**src/rtl/dec_pkg.sv**
```systemverilog
// Shared decode-stage constants: optype and compare encodings,
// RV32I major opcodes and the packed decode bus width.
package dec_pkg;

  localparam int DQ_XLEN  = 32;
  localparam int DQ_BUS_W = 6 * DQ_XLEN + 51;

  localparam logic [2:0] INST_NONE = 3'b000;
  localparam logic [2:0] INST_R    = 3'b001;
  localparam logic [2:0] INST_I    = 3'b010;
  localparam logic [2:0] INST_S    = 3'b011;
  localparam logic [2:0] INST_B    = 3'b100;
  localparam logic [2:0] INST_U    = 3'b101;
  localparam logic [2:0] INST_J    = 3'b110;
  localparam logic [2:0] INST_PRIV = 3'b111;

  localparam logic [2:0] CMP_EQ   = 3'b000;
  localparam logic [2:0] CMP_NE   = 3'b001;
  localparam logic [2:0] CMP_GE   = 3'b010;
  localparam logic [2:0] CMP_LT   = 3'b011;
  localparam logic [2:0] CMP_LTU  = 3'b101;
  localparam logic [2:0] CMP_GEU  = 3'b110;
  localparam logic [2:0] CMP_NONE = 3'b111;

  localparam logic [6:0] OP_R     = 7'b0110011;
  localparam logic [6:0] OP_S     = 7'b0100011;
  localparam logic [6:0] OP_B     = 7'b1100011;
  localparam logic [6:0] OP_JAL   = 7'b1101111;
  localparam logic [6:0] OP_LUI   = 7'b0110111;
  localparam logic [6:0] OP_AUIPC = 7'b0010111;
  localparam logic [6:0] OP_IMM   = 7'b0010011;
  localparam logic [6:0] OP_LOAD  = 7'b0000011;
  localparam logic [6:0] OP_JALR  = 7'b1100111;
  localparam logic [6:0] OP_SYS   = 7'b1110011;

  // Branch funct3 to compare fn; reserved funct3 never takes.
  function automatic logic [2:0] br_fn(input logic [2:0] f3);
    logic [2:0] fn;
    fn = CMP_NONE;
    case (f3)
      3'b000:  fn = CMP_EQ;
      3'b001:  fn = CMP_NE;
      3'b100:  fn = CMP_LT;
      3'b101:  fn = CMP_GE;
      3'b110:  fn = CMP_LTU;
      3'b111:  fn = CMP_GEU;
      default: fn = CMP_NONE;
    endcase
    return fn;
  endfunction

endpackage

```
**src/rtl/compare.sv**
```systemverilog
// Shared comparator used by branch resolution and set-less-than.
// Unknown fn codes report false.
module compare
  import dec_pkg::*;
#(
  parameter int XLEN = 32
) (
  input  logic [2:0]      fn,
  input  logic [XLEN-1:0] src1,
  input  logic [XLEN-1:0] src2,
  output logic            result
);

  // Evaluate the selected relation on the two operands.
  always_comb begin
    result = 1'b0;
    case (fn)
      CMP_EQ:  result = (src1 == src2);
      CMP_NE:  result = (src1 != src2);
      CMP_LT:  result = ($signed(src1) < $signed(src2));
      CMP_GE:  result = ($signed(src1) >= $signed(src2));
      CMP_LTU: result = (src1 < src2);
      CMP_GEU: result = (src1 >= src2);
      default: result = 1'b0;
    endcase
  end

endmodule

```
**src/rtl/inst_queue.sv**
```systemverilog
// Circular FIFO with occupancy count and single-cycle flush.
// A full queue refuses pushes even when popping.
module inst_queue #(
  parameter  int DEPTH = 4,
  parameter  int W     = 32,
  localparam int PTR_W = $clog2(DEPTH)
) (
  input  logic           clock,
  input  logic           reset,
  input  logic           flush,
  input  logic           in_valid,
  output logic           in_ready,
  input  logic [W-1:0]   in_data,
  output logic           out_valid,
  input  logic           out_ready,
  output logic [W-1:0]   out_data,
  output logic [PTR_W:0] count
);

  localparam logic [PTR_W:0] FULL = (PTR_W + 1)'(DEPTH);

  logic [W-1:0]     mem [DEPTH];
  logic [PTR_W-1:0] wr_ptr;
  logic [PTR_W-1:0] rd_ptr;
  logic             push;
  logic             pop;
  logic             empty;

  assign empty     = (count == '0);
  assign in_ready  = ~reset & (count != FULL);
  assign out_valid = ~reset & ~empty & ~flush;
  assign push      = in_valid & in_ready & ~flush;
  assign pop       = out_valid & out_ready;

  // Empty head reads as zero so downstream decode never sees X.
  assign out_data = empty ? '0 : mem[rd_ptr];

  // Pointer and occupancy update; flush drops everything queued.
  always_ff @(posedge clock) begin
    if (reset) begin
      wr_ptr <= '0;
      rd_ptr <= '0;
      count  <= '0;
    end else if (flush) begin
      rd_ptr <= wr_ptr;
      count  <= '0;
    end else begin
      if (push) wr_ptr <= wr_ptr + 1'b1;
      if (pop)  rd_ptr <= rd_ptr + 1'b1;
      count <= count + (PTR_W + 1)'(push)
                     - (PTR_W + 1)'(pop);
    end
  end

  // Entry storage, deliberately not reset.
  always_ff @(posedge clock) begin
    if (push) mem[wr_ptr] <= in_data;
  end

endmodule

```
**src/rtl/dec_queue.sv**
```systemverilog
// Decode stage: buffered fetch queue feeding a combinational
// decoder that resolves branch and set-less-than compares.
module dec_queue
  import dec_pkg::*;
#(
  parameter  int XLEN  = 32,
  parameter  int DEPTH = 4,
  localparam int PTR_W = $clog2(DEPTH)
) (
  input  logic              clock,
  input  logic              reset,
  input  logic              in_valid,
  output logic              in_ready,
  input  logic [XLEN-1:0]   in_pc,
  input  logic [XLEN-1:0]   in_snpc,
  input  logic [31:0]       in_inst,
  input  logic              flush,
  output logic [4:0]        rs1_o,
  output logic [4:0]        rs2_o,
  input  logic [XLEN-1:0]   rs1_value_i,
  input  logic [XLEN-1:0]   rs2_value_i,
  output logic [11:0]       csr_addr_o,
  input  logic [XLEN-1:0]   csr_value_i,
  output logic              out_valid,
  input  logic              out_ready,
  output logic [6*XLEN+50:0] out_bus,
  output logic [PTR_W:0]    count_o
);

  localparam int PW = 2 * XLEN + 32;

  logic [PW-1:0]   head;
  logic [XLEN-1:0] hd_pc;
  logic [XLEN-1:0] hd_snpc;
  logic [31:0]     inst;

  inst_queue #(
    .DEPTH (DEPTH),
    .W     (PW)
  ) u_queue (
    .clock     (clock),
    .reset     (reset),
    .flush     (flush),
    .in_valid  (in_valid),
    .in_ready  (in_ready),
    .in_data   ({in_pc, in_snpc, in_inst}),
    .out_valid (out_valid),
    .out_ready (out_ready),
    .out_data  (head),
    .count     (count_o)
  );

  assign {hd_pc, hd_snpc, inst} = head;

  logic [6:0] opcode;
  logic [2:0] funct3;
  logic [6:0] funct7;
  logic [4:0] rd;

  assign opcode     = inst[6:0];
  assign funct3     = inst[14:12];
  assign funct7     = inst[31:25];
  assign rd         = inst[11:7];
  assign rs1_o      = inst[19:15];
  assign rs2_o      = inst[24:20];
  assign csr_addr_o = inst[31:20];

  logic is_r, is_s, is_b, is_j, is_u, is_i, is_sys;

  assign is_r   = (opcode == OP_R);
  assign is_s   = (opcode == OP_S);
  assign is_b   = (opcode == OP_B);
  assign is_j   = (opcode == OP_JAL);
  assign is_u   = (opcode == OP_LUI) | (opcode == OP_AUIPC);
  assign is_i   = (opcode == OP_IMM) | (opcode == OP_LOAD)
                | (opcode == OP_JALR);
  assign is_sys = (opcode == OP_SYS);

  logic [XLEN-1:0] imm_i, imm_s, imm_b, imm_u, imm_j;

  assign imm_i = {{(XLEN-12){inst[31]}}, inst[31:20]};
  assign imm_s = {{(XLEN-12){inst[31]}}, inst[31:25],
                  inst[11:7]};
  assign imm_b = {{(XLEN-12){inst[31]}}, inst[7],
                  inst[30:25], inst[11:8], 1'b0};
  assign imm_u = {{(XLEN-32){inst[31]}}, inst[31:12], 12'b0};
  assign imm_j = {{(XLEN-20){inst[31]}}, inst[19:12],
                  inst[20], inst[30:21], 1'b0};

  logic [2:0]      optype;
  logic [XLEN-1:0] imm;
  logic            illegal;

  // Classify the head opcode and pick its immediate format.
  always_comb begin
    optype  = INST_NONE;
    imm     = '0;
    illegal = 1'b0;
    unique case (1'b1)
      is_r:   optype = INST_R;
      is_i:   begin optype = INST_I; imm = imm_i; end
      is_s:   begin optype = INST_S; imm = imm_s; end
      is_b:   begin optype = INST_B; imm = imm_b; end
      is_u:   begin optype = INST_U; imm = imm_u; end
      is_j:   begin optype = INST_J; imm = imm_j; end
      is_sys: optype = INST_PRIV;
      default: illegal = 1'b1;
    endcase
  end

  logic is_slt, is_sltu, is_slti, is_sltiu;

  assign is_slt   = is_r & (funct7 == 7'd0)
                  & (funct3 == 3'b010);
  assign is_sltu  = is_r & (funct7 == 7'd0)
                  & (funct3 == 3'b011);
  assign is_slti  = (opcode == OP_IMM) & (funct3 == 3'b010);
  assign is_sltiu = (opcode == OP_IMM) & (funct3 == 3'b011);

  logic [2:0] cmp_fn;

  // Choose the relation: branch funct3 or set-less-than flavour.
  always_comb begin
    cmp_fn = CMP_NONE;
    unique case (1'b1)
      is_b:               cmp_fn = br_fn(funct3);
      is_slt | is_slti:   cmp_fn = CMP_LT;
      is_sltu | is_sltiu: cmp_fn = CMP_LTU;
      default:            cmp_fn = CMP_NONE;
    endcase
  end

  logic [XLEN-1:0] cmp_src2;
  logic            cmp_result;
  logic            br_taken;
  logic            res_from_compare;

  assign cmp_src2 = (is_slti | is_sltiu) ? imm : rs2_value_i;

  compare #(
    .XLEN (XLEN)
  ) u_compare (
    .fn     (cmp_fn),
    .src1   (rs1_value_i),
    .src2   (cmp_src2),
    .result (cmp_result)
  );

  assign br_taken         = is_b & cmp_result;
  assign res_from_compare = is_slt | is_sltu | is_slti | is_sltiu;

  assign out_bus = {res_from_compare, cmp_result, hd_snpc, hd_pc,
                    imm, rs1_value_i, rs2_value_i, rs1_o, rs2_o,
                    rd, br_taken, csr_addr_o, csr_value_i, optype,
                    opcode, funct3, funct7, illegal};

endmodule

```
**config.mk**
```make
export PLATFORM = sky130hd
export DESIGN_NAME = dec_queue
export DESIGN_NICKNAME = d
export VERILOG_FILES = /design/src/rtl/dec_pkg.sv /design/src/rtl/compare.sv /design/src/rtl/inst_queue.sv /design/src/rtl/dec_queue.sv
export SDC_FILE = /design/constraint.sdc
export NUM_CORES = 1
export LEC_CHECK = 0
export ABC_AREA = 1
export BUFFER_PORTS_ARGS = -buffer_cell sky130_fd_sc_hd__buf_4
export CELL_PAD_IN_SITES_DETAIL_PLACEMENT = 1
export CELL_PAD_IN_SITES_GLOBAL_PLACEMENT = 1
export CORE_ASPECT_RATIO = 1.25
export CORE_MARGIN = 4
export CORE_UTILIZATION = 44
export CTS_BUF_LIST = sky130_fd_sc_hd__clkbuf_16
export DETAILED_ROUTE_END_ITERATION = 10
export PLACE_DENSITY = 0.84
export SETUP_SLACK_MARGIN = 0.05
export SLEW_MARGIN = 25
export SYNTH_ARGS = -nofsm -noshare
export SYNTH_HDL_FRONTEND = slang
export SYNTH_SLANG_ARGS = --single-unit
```
**constraint.sdc**
```tcl
create_clock -name clock -period 11.1 [get_ports clock]
set_input_delay 1.11 -clock clock [delete_from_list [all_inputs] [get_ports clock]]
set_output_delay 1.11 -clock clock [all_outputs]
set_load 0.005 [all_outputs]
```
==> results summary, run 1 <==
The clock transition at the registers of the reported paths came out at 70 ps. The synthesized design spends more area on one cell type than any other, namely sky130_fd_sc_hd__edfxtp_1. For this block, the initial DRC count from the detailed router was 982. Power spread over the standard cell area amounts to 142 mW/mm^2. The die area came out at 0.0450 sq mm. Sorting the synthesized cells by area gives the leading types as sky130_fd_sc_hd__edfxtp_1, sky130_fd_sc_hd__nor2_1, sky130_fd_sc_hd__buf_4. The number of endpoints failing setup at the final stage came out at 0.

Setup repair after global routing left no endpoint under its margin. The final hold violation count is 0. The post-route fraction of the period consumed by the critical path is 0.679. The clock net sink count is 393. The fraction of synthesized cell area taken by the top area cell type is 0.629. The row count came out at 83. The largest stage delay on the critical path came out at 830 ps. The critical path data required time is 9990 ps. The routed wire length came out at 61.7 mm. The residual antenna-violating net count after detailed routing is 0. The relative slew slack came out at 0.397. The number of enable-type register cells in the synthesized netlist came out at 384.

STA classifies the critical path startpoint as a flop. Along the worst path, the maximum fanout reaches 56. The region available for standard cell placement spans 0.0411 sq mm.

The wire-length estimate of the detail-placed layout is 43.5 mm. The gate count after technology mapping came out at 1704. The number of nets produced by synthesis came out at 1940. The number of global-route vias before repair came to 14700.

For flop-to-flop paths, the worst setup slack is 6850 ps. The count of pins over their slew limit is 0. The TritonCTS buffer count came out at 37. The slowest stage of the critical path is the sky130_fd_sc_hd__nor2_4 cell. The clock tree buffer depth came out at 3. The summed area of non-filler cells in the final layout is 0.0219 sq mm. The cell seen most often among critical-path stages is sky130_fd_sc_hd__nand2_1.

Following the worst setup path forward leads to its endpoint at out_bus[65]. The placement-stage cell area is 0.0208 sq mm. The all-layer global routing usage is 0.265. Relative to the synthesized area, the layout overhead comes to 19.7%. The leakage power summed over all cells is 8.93 nW. The number of cells after detailed placement came out at 2460. Synthesis inferred 393 register bits.

The layout cell share with drive strength beyond 1 is 0.271. The number of warnings reported in the yosys synthesis log is 0. The peak clock frequency supported by timing came out at 133 MHz. The endpoint identified for the worst register-to-register timing path is u_queue.count[2]$_SDFF_PP0_.

The average cell area after synthesis came out at 10.8 sq um. Before antenna repair, the detailed router went through 5 iterations. The average wire per cell in the routed design came out at 24.4 um. The post-cts gate resize count came out at 0. The root cell of the clock tree is sky130_fd_sc_hd__clkbuf_16. The cell depth of the worst flop-to-flop path came out at 14.

The async set-reset flop share out of synthesis is 0. The die extent in x is 191 um. The buffer count from post-CTS setup fixing came out at 0. Adding up every negative setup slack in the final design gives 0 ps. The synthesized area came out at 0.0183 sq mm. The remaining design rule violation count came out at 0. After detailed routing, the number of vias per cell comes to 5.41. The effective utilization at floorplan is 0.445. The filler-free cell count of the finished design is 2530. The number of max-capacitance violations reported is 0. The measured slew at the worst slew-check pin is 904 ps.

The final design utilization is 0.533. The worst register-to-register path begins at u_queue.count[1]$_SDFF_PP0_. STA classifies the critical path endpoint as a primary output.

The data arrival time of the critical path is 6430 ps. The filler cells instantiated in the layout total 4519. The number of distinct library cells after synthesis is 40.

The overall die height came out at 236 um. Detailed routing inserted a total of 13700 vias. The proportion of synthesized chip area in sequential cells is 0.639. The global route total overflow is 0. The global-route wire length before repair came out at 90.5 mm. The final-stage net count came out at 2183. By startpoint and endpoint, the worst setup path is classified as flop to primary output. The top flip-flop cell by instance count after synthesis is sky130_fd_sc_hd__edfxtp_1. The number of ports placed on the die boundary came out at 467. The routability congestion estimate from global placement is 0.871. TritonCTS built the clock tree. The number of antenna violations at the first check in global routing is 9. The clock reaches the later pin of the worst-skew pair after 530 ps. The largest net degree at the start of global routing is 121. For this design, the CTS-stage hold fixing added 0 buffers.

The flow ran to the end, and the final reports show no timing, DRC or antenna violations. CTS built an H-tree with a depth of 2. Buffers placed on the I/O ports in this run total 402.

The maximum clock skew at final layout is 18.2 ps. The type of the worst min-delay path is flop to flop. The worst ir drop on vdd is 125 uV. For the finished layout, the period the worst path requires is 7540 ps.
==> cells by family (layout without fill, tap and decap cells) <==
logic type               after synthesis  count (layout)  synth area share
AO/OA/AOI/OAI                        322             322            0.0941
XOR/XNOR                               1               1          0.000478
adder cells (fa/ha/maj)               39              39            0.0270
buffers and inverters                308             575            0.0942
flip-flops                           393             393             0.639
other                                  0               7                 0
AND/OR/NAND/NOR                      641             641             0.145
==> layer usage <==
metal / global-route usage / routed length, um / part of all wire
met1: 0.312 / 23000 / 0.37
met2: 0.470 / 31900 / 0.52
met4: 0.0978 / 2170 / 0.035
met5: 0 / 41 / 0.00066
met3: 0.0647 / 4670 / 0.076
==> placed cells by master, fill, tap and decap left out, types with 2 or more instances in the layout <==
master	instances
sky130_fd_sc_hd__a21o_1	2
sky130_fd_sc_hd__a21oi_1	104
sky130_fd_sc_hd__a21oi_2	20
sky130_fd_sc_hd__a31oi_1	2
sky130_fd_sc_hd__buf_4	417
sky130_fd_sc_hd__clkbuf_16	38
sky130_fd_sc_hd__clkinv_1	8
sky130_fd_sc_hd__clkinv_2	9
sky130_fd_sc_hd__dfxtp_1	7
sky130_fd_sc_hd__dfxtp_4	2
sky130_fd_sc_hd__diode_2	7
sky130_fd_sc_hd__edfxtp_1	384
sky130_fd_sc_hd__ha_1	38
sky130_fd_sc_hd__inv_1	84
sky130_fd_sc_hd__inv_2	14
sky130_fd_sc_hd__inv_6	3
sky130_fd_sc_hd__nand2_1	197
sky130_fd_sc_hd__nand2_2	4
sky130_fd_sc_hd__nand2_4	4
sky130_fd_sc_hd__nand3_1	51
sky130_fd_sc_hd__nand3_2	4
sky130_fd_sc_hd__nand3b_1	3
sky130_fd_sc_hd__nand4_1	4
sky130_fd_sc_hd__nor2_1	352
sky130_fd_sc_hd__nor2_2	2
sky130_fd_sc_hd__nor2_4	10
sky130_fd_sc_hd__nor3_1	5
sky130_fd_sc_hd__o21a_1	2
sky130_fd_sc_hd__o21ai_0	183
sky130_fd_sc_hd__o21ai_1	4
==> how the worst min path moves through the flow <==
stage | start | end | slack (ps) | cells past startpoint
after CTS | u_queue.rd_ptr[1]$_SDFFE_PP0N_ | flop | 490 | 2
after global placement | u_queue.rd_ptr[1]$_SDFFE_PP0N_ | flop | 470 | 2
after floorplan | u_queue.rd_ptr[1]$_SDFFE_PP0N_ | flop | 440 | 2
final | u_queue.rd_ptr[1]$_SDFFE_PP0N_ | flop | 490 | 2
after global routing | u_queue.rd_ptr[1]$_SDFFE_PP0N_ | flop | 520 | 2
after detailed placement | u_queue.rd_ptr[1]$_SDFFE_PP0N_ | flop | 470 | 2
==> layout make-up <==
type / count / area [sq um] / area share
Antenna cell: 7 / 17.5 / 0.000799
Clock buffer: 38 / 951 / 0.0434
Clock inverter: 25 / 140 / 0.00639
Inverter: 95 / 365 / 0.0167
Multi-Input combinational cell: 1003 / 4910 / 0.224
Sequential cell: 393 / 11700 / 0.534
Tap cell: 552 / 691 / 0.0315
Timing Repair Buffer: 417 / 3130 / 0.143
==> cells in the mapped netlist, types with 3 or more instances <==
cell type and n:
sky130_fd_sc_hd__edfxtp_1 384, sky130_fd_sc_hd__nor2_1 356, sky130_fd_sc_hd__nand2_1 197, sky130_fd_sc_hd__o21ai_0 183, sky130_fd_sc_hd__buf_4 140, sky130_fd_sc_hd__a21oi_1 104
sky130_fd_sc_hd__inv_1 79, sky130_fd_sc_hd__nand3_1 51, sky130_fd_sc_hd__ha_1 38, sky130_fd_sc_hd__clkbuf_1 29, sky130_fd_sc_hd__buf_1 24, sky130_fd_sc_hd__a21oi_2 20
sky130_fd_sc_hd__buf_2 17, sky130_fd_sc_hd__inv_2 16, sky130_fd_sc_hd__dfxtp_1 9, sky130_fd_sc_hd__nor2_4 6, sky130_fd_sc_hd__nor3_1 5, sky130_fd_sc_hd__nand2_2 4
sky130_fd_sc_hd__nand2_4 4, sky130_fd_sc_hd__nand3_2 4, sky130_fd_sc_hd__nand4_1 4, sky130_fd_sc_hd__o21ai_1 4, sky130_fd_sc_hd__buf_6 3, sky130_fd_sc_hd__nand3b_1 3
==> flip-flops by register name, indices dropped and copies added, names as in the netlist, named ones only <==
| register | cells |
|---|---|
| u_queue.mem | 384 |
| u_queue.wr_ptr | 2 |
| u_queue.count | 3 |
| u_queue.rd_ptr | 2 |
==> power by group <==
group / internal, mW / switching [mW]
Sequential: 1.65 / 0.0129
Combinational: 0.111 / 0.169
Clock: 0.643 / 0.529
==> worst max-delay path, delay by kind of cell, from the launching register on <==
| family | cells | cell delay, ps |
|---|---|---|
| flops | 1 | 550 |
| simple gates | 19 | 3160 |
| buf+inv | 7 | 1640 |
| fa+ha+maj | 1 | 330 |
| compound gates | 1 | 70 |
==> through the flow <==
step / total power, mW / worst slack (ps) / hold WS [ps]
after floorplan: 1.84 / 4970 / 435
after global placement: 1.96 / 4360 / 467
after detailed placement: 1.98 / 4160 / 468
after CTS: 3.14 / 3540 / 486
after global routing: 3.23 / 3110 / 525
final: 3.12 / 3560 / 493
(Power assumes the default switching activity.)
==> run 2: changes to the inputs <==
Settings changed: CORE_UTILIZATION 44 to 41, PLACE_DENSITY 0.84 to 0.79.
Clock period 11.1 ns to 7.29 ns, I/O delays scaled along.
==> run 2 against run 1 <==
  * Sequential power up 52%
  * Routed wire length up 2.1%
  * Core utilization down 3.3 points
  * Largest power group unchanged
  * Largest cell class unchanged
==> results summary, run 2 (same netlist as run 1, synthesis figures left out) <==
The run finished with clean final reports. The count of input and output buffers is 402. The relative slew slack is 0.349.

Summed over all nets, the half-perimeter wirelength after detailed placement is 45.6 mm. The remaining design rule violation count came out at 0. The average wire per cell in the routed design came out at 24.7 um. The number of max-capacitance violations reported is 0. The final hold violation count came out at 0. The TritonCTS buffer count is 38. The worst hold path belongs to the class primary input to flop.

The final setup TNS is 0 ps. The latest clock arrival within the worst-skew pair is 550 ps. The routability congestion estimate from global placement came out at 0.958. The effective utilization at floorplan is 0.415. Dividing total power by cell area gives a power density of 219 mW/mm^2. In this run the worst path has a maximum fanout of 65. Of the cells placed in the final design, the portion with a size suffix greater than 1 is 0.275. The root cell of the clock tree is sky130_fd_sc_hd__clkbuf_16.

In the final layout, the registers with the most flip-flops are u_queue.mem x384, u_queue.count x3. Static timing analysis puts the maximum clock frequency at 153 MHz. The register with the most flip-flops in the layout has 384 of them. The largest net degree at the start of global routing came out at 73. The routed wire length is 63.0 mm. The cell seen most often among critical-path stages is sky130_fd_sc_hd__nand2_1.

The filler-free cell count of the finished design is 2555. The first detailed-routing pass ran for 5 iterations. The top cell types in the final layout, fill and taps aside, are sky130_fd_sc_hd__buf_4, sky130_fd_sc_hd__edfxtp_1, sky130_fd_sc_hd__nor2_1.

The die extent in x is 197 um. The area of the core is 0.0441 sq mm. The residual antenna-violating net count after detailed routing came out at 0.

The start of the worst register-to-register path is u_queue.count[1]$_SDFF_PP0_. For the worst setup path, the data required time is 6560 ps. The smallest setup slack after layout came out at 761 ps. The clock net sink count came out at 393. The count of pins over their slew limit came out at 0. STA classifies the critical path startpoint as a flop. The global route total overflow is 0.

The type of the worst setup path is flop to primary output. VDD sags by at most 204 uV. CTS built an H-tree with a depth of 2. The global-route wire length before repair came out at 91.9 mm.

STA puts the critical path data arrival time at 5800 ps. The maximum clock skew at final layout is 34.1 ps. The area growth from synthesis to layout is 20.4%.

The library cell used most frequently in the layout, excluding fill and tap cells, is sky130_fd_sc_hd__buf_4. The row count is 86. The number of global-route vias before repair is 14600.

Once placement finished, the instance area stood at 0.0209 sq mm. The overall die height came out at 244 um. The measured slew at the worst slew-check pin came out at 977 ps. Post-CTS timing repair inserted 0 buffers for setup. Setup repair after global routing left no endpoint under its margin. The final-stage net count came out at 2189. The iteration-0 DRC count of the detailed router came out at 688.

The number of antenna violations at the first check in global routing is 19. The overall power of the completed layout is 4.82 mW. The kind of capture point of the worst setup path is a primary output.

The via count of the routed design came out at 13500. The largest stage delay on the critical path is 830 ps. The post-cts gate resize count is 0. u_queue.mem holds more flip-flops than any other register.

The minimum clock period is 6530 ps. The post-route fraction of the period consumed by the critical path came out at 0.896. TritonCTS built the clock tree. Prior to clock tree synthesis, the placed netlist has a worst setup slack of 1320 ps. The longest clock path from root to sink contains 3 buffers. The all-layer global routing usage is 0.254. The number of cells after detailed placement came out at 2485. The via density per instance came out at 5.29. The die covers 0.0481 sq mm. The number of endpoints failing setup at the final stage is 0. The number of ports placed on the die boundary is 467. The finished cells cover 0.0220 sq mm.

The hold path startpoint is in_pc[11]. After clock tree synthesis, the flow added hold-fix buffers numbering 0. After clock tree synthesis, the clock-pin slew on the worst setup and hold paths is 60 ps. On the critical path, the stage with the largest delay is an instance of sky130_fd_sc_hd__nor2_4.

The leakage power summed over all cells came out at 8.98 nW.
[run 2: layer usage]
metal / part of all wire / vias up / GRT usage
li1: - / 6190 / -
met5: 0.0027 / - / 0
met1: 0.35 / 6652 / 0.274
met2: 0.51 / 506 / 0.454
met4: 0.040 / 26 / 0.0926
met3: 0.097 / 153 / 0.0954
[run 2: critical path, delay by kind of cell (launching register included)]
family | cells | cell delay [ps]
adders and majority gates | 1 | 330
DFF | 1 | 720
AOI/OAI and AO/OA | 1 | 40
buffers and inverters | 7 | 910
and+or+nand+nor | 21 | 3200
[run 2: final cells by class]
class	instances	area, sq um
Antenna cell	3	7.51
Clock buffer	38	951
Clock inverter	29	211
Fill cell	4815	22100
Inverter	95	363
Multi-Input combinational cell	1003	4910
Sequential cell	393	11700
Tap cell	572	716
Timing Repair Buffer	422	3170
[run 2: path summary, 6_finish.rpt]
path / slack [ps] / to / cells past startpoint
worst min register to register: 470 / flop / 2
worst max register to register: 3930 / u_queue.count[2]$_SDFF_PP0_ / 14
worst min-delay path: 380 / u_queue.mem[1][75]$_DFFE_PP_ / 1
worst max-delay path: 760 / out_bus[65] / 30
[run 2: power by group]
part	internal [mW]	switching, mW
registers	2.51	0.0162
clock network	1.03	0.838
logic	0.170	0.258
total	3.71	1.11
[run 2: through the flow]
| step | hold WS [ps] | util |
|---|---|---|
| after floorplan | 435 | - |
| after global placement | 461 | 0.473 |
| after detailed placement | 463 | 0.473 |
| after CTS | 351 | 0.500 |
| after global routing | 356 | 0.500 |
| final | 377 | 0.500 |
==> run 3: changes to the inputs <==
Settings changed: PLACE_DENSITY 0.79 to 0.91, SKIP_CTS_REPAIR_TIMING set to 1.
Clock period 7.29 ns to 6.3 ns, I/O delays scaled along.
==> run 3 against run 2 <==
  * Register-to-register slack worse by 1600 ps
  * Final cell count is 0.67% higher
  * Total power is 20% higher
  * Clock skew is 10 ps lower
  * Count of clock-buffer cells in the layout is 1 higher
  * Non-clock buffer count is 5 higher
  * Clock power is 26% higher
  * Sequential power is 15% higher
  * First-iteration DRC count is 34% higher
  * Routed wire length is 4.9% higher
  * Critical path type unchanged
  * Largest power group unchanged
==> results summary, run 3 (same netlist as run 1, synthesis figures left out) <==
The critical-path maximum fanout came out at 60. The total power density per cell area is 260 mW/mm^2. TritonCTS built the clock tree. Leaving out fill and tap cells, the most frequent cell in the layout is sky130_fd_sc_hd__buf_4. Leaving out fill and tap cells, the most frequent cells in the layout are sky130_fd_sc_hd__buf_4, sky130_fd_sc_hd__edfxtp_1, sky130_fd_sc_hd__nor2_1. CTS built an H-tree with a depth of 2. The setup slack at placement came out at 802 ps. The routability congestion estimate from global placement is 0.970. The largest registers in the layout are u_queue.mem x384, u_queue.count x3. The highest-delay cell along the critical path is sky130_fd_sc_hd__buf_4.

The cell seen most often among critical-path stages is sky130_fd_sc_hd__nand2_1. The number of cells after detailed placement is 2490. The iteration-0 DRC count of the detailed router is 925. The summed area of non-filler cells in the final layout came out at 0.0222 sq mm.

The area growth from synthesis to layout is 21.4%. The via count of the routed design came out at 13700. The number of antenna violations at the first check in global routing is 27. For the worst setup path, the data required time is 5670 ps. The overall die height is 244 um. The all-layer global routing usage came out at 0.264.

The flow ran to the end, and the final reports show no timing, DRC or antenna violations. In the routed design, unresolved DRC markers number 0. Based on the critical path, the design can be clocked at up to 171 MHz.

The leakage power summed over all cells is 9.05 nW. The average wire per cell in the routed design came out at 25.7 um. The effective utilization at floorplan is 0.415. The count of pins over their slew limit came out at 0. The smallest setup slack after layout came out at 448 ps. The filler-free cell count of the finished design is 2572. The global route total overflow came out at 0. The number of endpoints failing setup at the final stage is 0.

The layout cell share with drive strength beyond 1 came out at 0.277. The flip-flop count of the largest register after layout is 384. The first-pass detailed-route iteration total is 5.

The clock net sink count is 393. Counting flops per register, the top entry is u_queue.mem. The final hold violation count came to 0.

The clock transition at the registers of the reported paths is 60 ps. The row count is 86. The first global-routing pass estimated 94.8 mm of wire. Setup repair after global routing left no endpoint under its margin.

The post-route fraction of the period consumed by the critical path is 0.929. The area of the core is 0.0441 sq mm. The data arrival time of the critical path is 5220 ps. The root cell of the clock tree is sky130_fd_sc_hd__clkbuf_16. The worst setup path is of the flop to primary output kind. The maximum clock skew at final layout came out at 24.0 ps. The routed wire length is 66.1 mm. The clock reaches the later pin of the worst-skew pair after 540 ps. The final HPWL from detailed placement came out at 47.8 mm. The number of max-capacitance violations reported is 0. The relative slew slack came out at 0.321. The via density per instance is 5.34. STA classifies the critical path endpoint as a primary output.

In this run the cell area measured after placement is 0.0209 sq mm. In this design, the stage delay of the slowest critical-path cell is 580 ps. The clock tree buffer depth came out at 3. The residual antenna-violating net count after detailed routing is 0. The largest net degree at the start of global routing is 91. The kind of start point of the critical path is a flop. The TritonCTS buffer count came out at 38.

The floorplan step defined a die boundary enclosing 0.0481 sq mm. The min-delay analysis places its worst path in the category primary input to flop. The final setup TNS is 0 ps. The die extent in x came out at 197 um.

IR analysis of the VDD net gives a maximum drop of 253 uV. For the pin with the worst max-slew slack, the measured transition is 1020 ps. The number of global-route vias before repair is 14700. The number of ports placed on the die boundary is 467. The worst path in the final design needs a cycle of 5850 ps, including I/O delays and setup. The final-stage net count is 2195. The count of input and output buffers is 402.
## run 3: cell types whose count changed in the layout (fill, tap and decap cells not counted), sizes merged
cell	before	now
clkbuf	38	39
bufinv	2	6
diode	3	13
nor2	364	365
clkinv	16	14
inv	104	102
buf	422	427
## run 3: area by class of cell
class | instances | area (sq um)
Tap cell | 572 | 716
Clock buffer | 39 | 976
Sequential cell | 393 | 11700
Timing Repair Buffer | 427 | 3210
Antenna cell | 13 | 32.5
Inverter | 95 | 365
Multi-Input combinational cell | 1004 | 4920
Fill cell | 4826 | 21900
Clock inverter | 29 | 292
## run 3: worst paths after layout
check             slack [ps]                            from                            to  cells past startpoint
setup / recovery         450                            flop                   out_bus[65]                     26
hold / removal           280                     in_snpc[29]  u_queue.mem[0][61]$_DFFE_PP_                      1
setup reg to reg        2360     u_queue.count[1]$_SDFF_PP0_   u_queue.count[2]$_SDFF_PP0_                     15
hold reg to reg          500  u_queue.rd_ptr[1]$_SDFFE_PP0N_                          flop                      2
## run 3: worst max-delay path: cells and delay by family (launching register included)
kind,cells,cell delay (ps)
and+or+nand+nor,16,1950
buffers and inverters,7,1750
DFF,1,350
adders and majority gates,1,350
AOI/OAI and AO/OA,2,180
## run 3: stage by stage
stage	utilization	hold WS [ps]	power (mW)
detailed placement	0.474	488	3.48
finish	0.504	281	5.78
CTS	0.503	256	5.83
global placement	0.474	451	3.44
global route	0.504	263	5.98
floorplan	-	435	3.25
## run 3: per-layer routing
layer,share of wire,track usage,up-vias
li1,-,-,6222
met5,0.0022,0,-
met4,0.041,0.108,22
met1,0.34,0.284,6782
met3,0.093,0.0843,152
met2,0.52,0.476,555
## run 3: power by group
| part | leakage (nW) | switching, mW | internal, mW | total [mW] |
|---|---|---|---|---|
| clock network | 0.641 | 0.980 | 1.37 | 2.35 |
| logic | 4.87 | 0.310 | 0.199 | 0.509 |
| registers | 3.54 | 0.0140 | 2.91 | 2.92 |
